===== src/rtl/fp16_divider.sv =====
// Iterative IEEE-754 binary16 divider (out = A / B), restoring mantissa division, flush-to-zero.
// Define FP16_DIV_RNE_EN for round-to-nearest-even; the default build rounds toward zero.
module fp16_divider #(
    parameter int unsigned ITERS_PER_CYCLE = 1,
    parameter logic [15:0] CANON_NAN       = 16'h7E00
) (
    input  logic        CLK,
    input  logic        RESETn,
    input  logic        start,
    input  logic [15:0] A,
    input  logic [15:0] B,
    output logic        busy,
    output logic        done,
    output logic [15:0] out,
    output logic        dz,
    output logic        inv
);

    localparam int unsigned QW         = 14;
    localparam int unsigned MW         = 11;
    localparam int unsigned RW         = 12;
    localparam int unsigned DIV_CYCLES = QW / ITERS_PER_CYCLE;
    localparam int unsigned CW         = $clog2(DIV_CYCLES + 1);

    if ((QW % ITERS_PER_CYCLE) != 0) begin : g_bad_iters
        $error("ITERS_PER_CYCLE must divide 14");
    end

    typedef enum logic [2:0] {
        S_IDLE,
        S_PRE,
        S_DIV,
        S_NORM,
        S_DONE
    } state_t;

    state_t          state;
    logic [15:0]     a_r;
    logic [15:0]     b_r;
    logic [RW-1:0]   rem_r;
    logic [MW-1:0]   mb_r;
    logic [QW-1:0]   q_r;
    logic [CW-1:0]   cnt;

    // Operand unpack; exponent 0 is treated as zero (subnormals flushed)
    logic       sgn;
    logic [4:0] ea, eb;
    logic [9:0] fa, fb;
    logic       a_nan, b_nan, a_inf, b_inf, a_zero, b_zero;

    assign sgn    = a_r[15] ^ b_r[15];
    assign ea     = a_r[14:10];
    assign eb     = b_r[14:10];
    assign fa     = a_r[9:0];
    assign fb     = b_r[9:0];
    assign a_nan  = (&ea) & (|fa);
    assign b_nan  = (&eb) & (|fb);
    assign a_inf  = (&ea) & ~(|fa);
    assign b_inf  = (&eb) & ~(|fb);
    assign a_zero = ~(|ea);
    assign b_zero = ~(|eb);

    // Special-case result, in priority order
    logic        spec;
    logic [15:0] sp_out;
    logic        sp_dz;
    logic        sp_inv;

    always_comb begin
        spec   = 1'b1;
        sp_out = 16'h0000;
        sp_dz  = 1'b0;
        sp_inv = 1'b0;
        if (a_nan | b_nan) begin
            sp_out = CANON_NAN;
            sp_inv = 1'b1;
        end else if ((a_zero & b_zero) | (a_inf & b_inf)) begin
            sp_out = CANON_NAN;
            sp_inv = 1'b1;
        end else if (a_inf) begin
            sp_out = {sgn, 5'h1F, 10'h000};
        end else if (b_zero) begin
            sp_out = {sgn, 5'h1F, 10'h000};
            sp_dz  = 1'b1;
        end else if (b_inf | a_zero) begin
            sp_out = {sgn, 15'h0000};
        end else begin
            spec = 1'b0;
        end
    end

    // ITERS_PER_CYCLE restoring steps per DIV cycle
    logic [RW-1:0] r_nx;
    logic [QW-1:0] q_nx;

    always_comb begin
        r_nx = rem_r;
        q_nx = q_r;
        for (int unsigned i = 0; i < ITERS_PER_CYCLE; i++) begin
            if (r_nx >= {1'b0, mb_r}) begin
                q_nx = {q_nx[QW-2:0], 1'b1};
                r_nx = r_nx - {1'b0, mb_r};
            end else begin
                q_nx = {q_nx[QW-2:0], 1'b0};
            end
            r_nx = {r_nx[RW-2:0], 1'b0};
        end
    end

    // Normalise, round and pack; q_r[13] carries weight 2^0
    logic        q_hi;
    logic [9:0]  frac;
    logic        inc;
    logic [10:0] frac_sum;
    logic [6:0]  e_n;
    logic [6:0]  e_f;
    logic [15:0] norm_out;

`ifdef FP16_DIV_RNE_EN
    logic guard;
    logic sticky;
    assign guard  = q_hi ? q_r[2] : q_r[1];
    assign sticky = (q_hi ? (|q_r[1:0]) : q_r[0]) | (|rem_r);
    assign inc    = guard & (sticky | frac[0]);
`else
    assign inc    = 1'b0;
`endif

    always_comb begin
        q_hi     = q_r[QW-1];
        frac     = q_hi ? q_r[12:3] : q_r[11:2];
        frac_sum = {1'b0, frac} + 11'(inc);
        e_n      = 7'({2'b00, ea}) + 7'd15 - 7'({2'b00, eb}) - 7'({6'b000000, ~q_hi});
        e_f      = e_n + 7'({6'b000000, frac_sum[10]});
        if ($signed(e_f) >= 7'sd31) begin
            norm_out = {sgn, 5'h1F, 10'h000};
        end else if ($signed(e_f) <= 7'sd0) begin
            norm_out = {sgn, 15'h0000};
        end else begin
            norm_out = {sgn, e_f[4:0], frac_sum[9:0]};
        end
    end

    always_ff @(posedge CLK or negedge RESETn) begin
        if (!RESETn) begin
            state <= S_IDLE;
            busy  <= 1'b0;
            done  <= 1'b0;
            out   <= 16'h0000;
            dz    <= 1'b0;
            inv   <= 1'b0;
            a_r   <= 16'h0000;
            b_r   <= 16'h0000;
            rem_r <= '0;
            mb_r  <= '0;
            q_r   <= '0;
            cnt   <= '0;
        end else begin
            case (state)
                S_IDLE: begin
                    if (start) begin
                        a_r   <= A;
                        b_r   <= B;
                        busy  <= 1'b1;
                        state <= S_PRE;
                    end
                end
                S_PRE: begin
                    if (spec) begin
                        out   <= sp_out;
                        dz    <= sp_dz;
                        inv   <= sp_inv;
                        done  <= 1'b1;
                        state <= S_DONE;
                    end else begin
                        rem_r <= {1'b0, 1'b1, fa};
                        mb_r  <= {1'b1, fb};
                        q_r   <= '0;
                        cnt   <= '0;
                        state <= S_DIV;
                    end
                end
                S_DIV: begin
                    rem_r <= r_nx;
                    q_r   <= q_nx;
                    cnt   <= cnt + CW'(1);
                    if (cnt == CW'(DIV_CYCLES - 1)) begin
                        state <= S_NORM;
                    end
                end
                S_NORM: begin
                    out   <= norm_out;
                    dz    <= 1'b0;
                    inv   <= 1'b0;
                    done  <= 1'b1;
                    state <= S_DONE;
                end
                S_DONE: begin
                    done  <= 1'b0;
                    busy  <= 1'b0;
                    state <= S_IDLE;
                end
                default: begin
                    state <= S_IDLE;
                end
            endcase
        end
    end

endmodule

===== config.mk =====
export PLATFORM = sky130hd
export DESIGN_NAME = fp16_divider
export DESIGN_NICKNAME = d
export VERILOG_FILES = /design/src/rtl/fp16_divider.sv
export SDC_FILE = /design/constraint.sdc
export NUM_CORES = 1
export LEC_CHECK = 0
export CORE_ASPECT_RATIO = 0.8
export CORE_UTILIZATION = 40
export CTS_CLUSTER_SIZE = 24
export DETAILED_ROUTE_END_ITERATION = 12
export PLACE_DENSITY = 0.66
export SYNTH_ARGS = -nofsm -noshare
export SYNTH_HDL_FRONTEND = slang
export SYNTH_SLANG_ARGS = --single-unit

===== constraint.sdc =====
create_clock -name CLK -period 4.65 [get_ports CLK]
set_clock_uncertainty 0.1 [all_clocks]
set_input_delay 0.465 -clock CLK [delete_from_list [all_inputs] [get_ports CLK]]
set_output_delay 0.465 -clock CLK [all_outputs]
set_load 0.02 [all_outputs]

==> flow_summary.ini <==
[status]
status = completed

[power_and_ir_drop]
peakVddDrop_uv = 317.2
p_sw_frac = 0.4197
power.total_mw = 4.891
p_seq_frac = 0.309
pwr-share-clk = 0.159
power_leakage_nw = 2.632
internal_power_mw = 2.838
pwr-share-comb = 0.532
p_sw_mw = 2.053
power_density_mw_per_mm2 = 822.2

[routing]
drt-initial-drc-count = 238
post_drt_wl_per_cell_um = 15.87
vias = 3590
wl_mm = 10.60
drtAntennaViolNets = 0
viasPerCell = 5.374
drc = 0
first_pass_iters = 4

[synth]
netlist_instances = 464
synth_cell_types = 58
yosysWarnings = 0
syn_area_sq_mm = 0.004960
async_flop_share = 1.000
synth-edff-count = 0
ys_ff_latch = 96
synth_ff_type = dfrtp_1
yosysSeqAreaShare = 0.4844
avgSynthCellArea_sq_um = 10.69
syn_nets = 527

[timing]
worst_slew_pin_slew_ns = 0.9068
rsz0062_at_grt = false
hold_ws_ns = 0.07590
fin_crit_sh = 0.7801
relSlewSlack = 0.3948
setup_viol = 0
slew_viol_final = 0
final_hold_viol_count = 0
setup-tns-final_ns = 0
fmax_ghz = 0.2757
fin_crit_ns = 3.628
finalWorstSetupSlack_ns = 1.022

[global_routing]
grt_pass1_vias = 3644
grtUsageTotal = 0.1748
grt_first_pass_wirelength_mm = 17.44
met2_usage = 0.2724
antenna_found_initial = 0
met1_usage = 0.2406
overflow = 0
use_met3 = 0.04120
grt.busiest_layer = met2
grt_max_degree = 58

[cells_and_area]
final_area_sq_mm = 0.005948
stdcell_count = 668
nFillCells = 1075
post_route_cells_drive_above_1_share = 0.1212
fin_util = 0.5049
area_growth_pct = 19.93
n_antenna_cell = 0
layout.nets = 578

[floorplanning]
die_y_um = 101.6
die-width_um = 126.5
rows = 35
io_pins = 55
initial_core_util = 0.4210
core_area_sq_mm = 0.01178
dieArea_sq_mm = 0.01285

[cts]
cts_root_buf = clkbuf_16
hold_buffers = 0
post_cts_buffers = 0
cts_resized = 0
clk_pin_slew_ns = 0.07
clk_latency_ns = 0.34
cts_tree = yes
cts_buffers = 9
clock-sinks = 96
clk_path_buf_depth = 2
ctsHtreeMaxLevel = 3

[placed_design]
port-buffer-count = 54
dp_slack_ns = 1.068
dp.cells = 652
place_congestion = 0.8420
place_area_sq_mm = 0.005633
hpwl_mm = 7.684

[run]
maxCapViolCount = 0

[critical_path]
worstPathMaxFanout = 11
cp.arrival_ns = 3.76
start_kind = register
worstSetupPathType = reg2reg
critPathCaptureType = register
crit_required_ns = 4.78

[worst_hold_path]
holdCritPathClass = in2async
-- power groups by stage --
stage / Clock [mW] / Combinational (mW) / Sequential (mW)
final: 0.779 / 2.60 / 1.51
after global routing: 0.827 / 2.89 / 1.56
after CTS: 0.794 / 2.60 / 1.51
after detailed placement: 0 / 2.58 / 1.53
after global placement: 0 / 2.49 / 1.51
after floorplan: 0 / 1.96 / 1.48
-- path summary, 6_finish.rpt --
kind                          from  endpoint  cells past startpoint  slack (ns)
hold / removal              RESETn    a_r[9]                      1        0.08
max in group asynchronous   RESETn   a_r[12]                      2        3.39
setup / recovery           q_r[13]    out[9]                     13        1.02
hold reg to reg            out[15]   out[15]                      2        0.38
min in group CLK           out[15]   out[15]                      2        0.38
setup reg to reg           q_r[13]    out[9]                     13        1.02
-- area by class of cell --
cell class	instances	area, sq um	area share
repair buffers	59	575.6	0.09676
flip-flops and latches	96	2402	0.4039
multi-input cells	318	2354	0.3957
inverters	31	116.4	0.01956
clock buffers	11	252.7	0.04249
clock inverters	5	62.56	0.01052
well taps	148	185.2	0.03113
-- synthesized netlist by cell type (8+ instances only) --
cell     count  area (sq um)
a21o_1       9         67.56
a21oi_1     23         115.1
a22o_1      12         105.1
dfrtp_1     96          2402
ha_1        25         312.8
inv_1       31         116.4
mux2_2      30         337.8
mux2i_1     19         190.2
nand2_1     53         198.9
nor2_1      15         56.30
nor2b_1      8         50.05
o21ai_0     37         185.2
-- layout by cell type (no fill, tap or decap), drive strengths merged, types with 3 or more instances in the layout --
master and n:
nor2b 8, dfrtp 96, fa 3, clkbuf 11
and3 4, or4 4, nand3 4, o211ai 3
nand2b 3, xor2 7, nor3 4, o21ai 39
nor4 4, nand2 53, inv 32, mux2i 19
mux2 31, nand4 3, a211oi 7, a22o 12
nor2 15, buf 6, a21o 9, clkdlybuf4s50 53
and2 3, xnor2 5, and2b 3, ha 25
a21oi 25
-- registers in the layout, indices dropped and copies added (netlist names) --
signal  flops
a_r        16
b_r        16
out        16
q_r        14
rem_r      12
mb_r       11
cnt         4
state       3
busy        1
done        1
dz          1
inv         1
-- per-layer routing --
layer / up-vias / part of all wire
met5: - / 0
met1: 1749 / 0.50
met4: 0 / 0.015
met2: 86 / 0.44
met3: 13 / 0.052
li1: 1742 / -
-- worst max-delay path, cell delays in order, from the launching register on --
cell     delay, ns
dfrtp_1       0.70
inv_1         0.13
ha_1          0.22
inv_1         0.06
ha_1          0.22
ha_1          0.23
fa_1          0.40
a21o_1        0.17
a21oi_1       0.16
xnor2_1       0.16
or2_0         0.33
a31o_2        0.27
o21ai_1       0.10
mux2_4        0.26
-- cell families (layout without fill, tap and decap cells) --
kind of cell | after synthesis | after routing | share of synthesized area
AOI/OAI and AO/OA | 113 | 113 | 0.1476
xor gates and xnor gates | 12 | 12 | 0.02119
adders and majority gates | 28 | 28 | 0.07518
buffers and inverters | 50 | 106 | 0.04465
DFF | 96 | 96 | 0.4844
muxes | 50 | 50 | 0.1095
and+or+nand+nor | 115 | 115 | 0.1176
No activity file was read; power rests on OpenSTA's default activity.
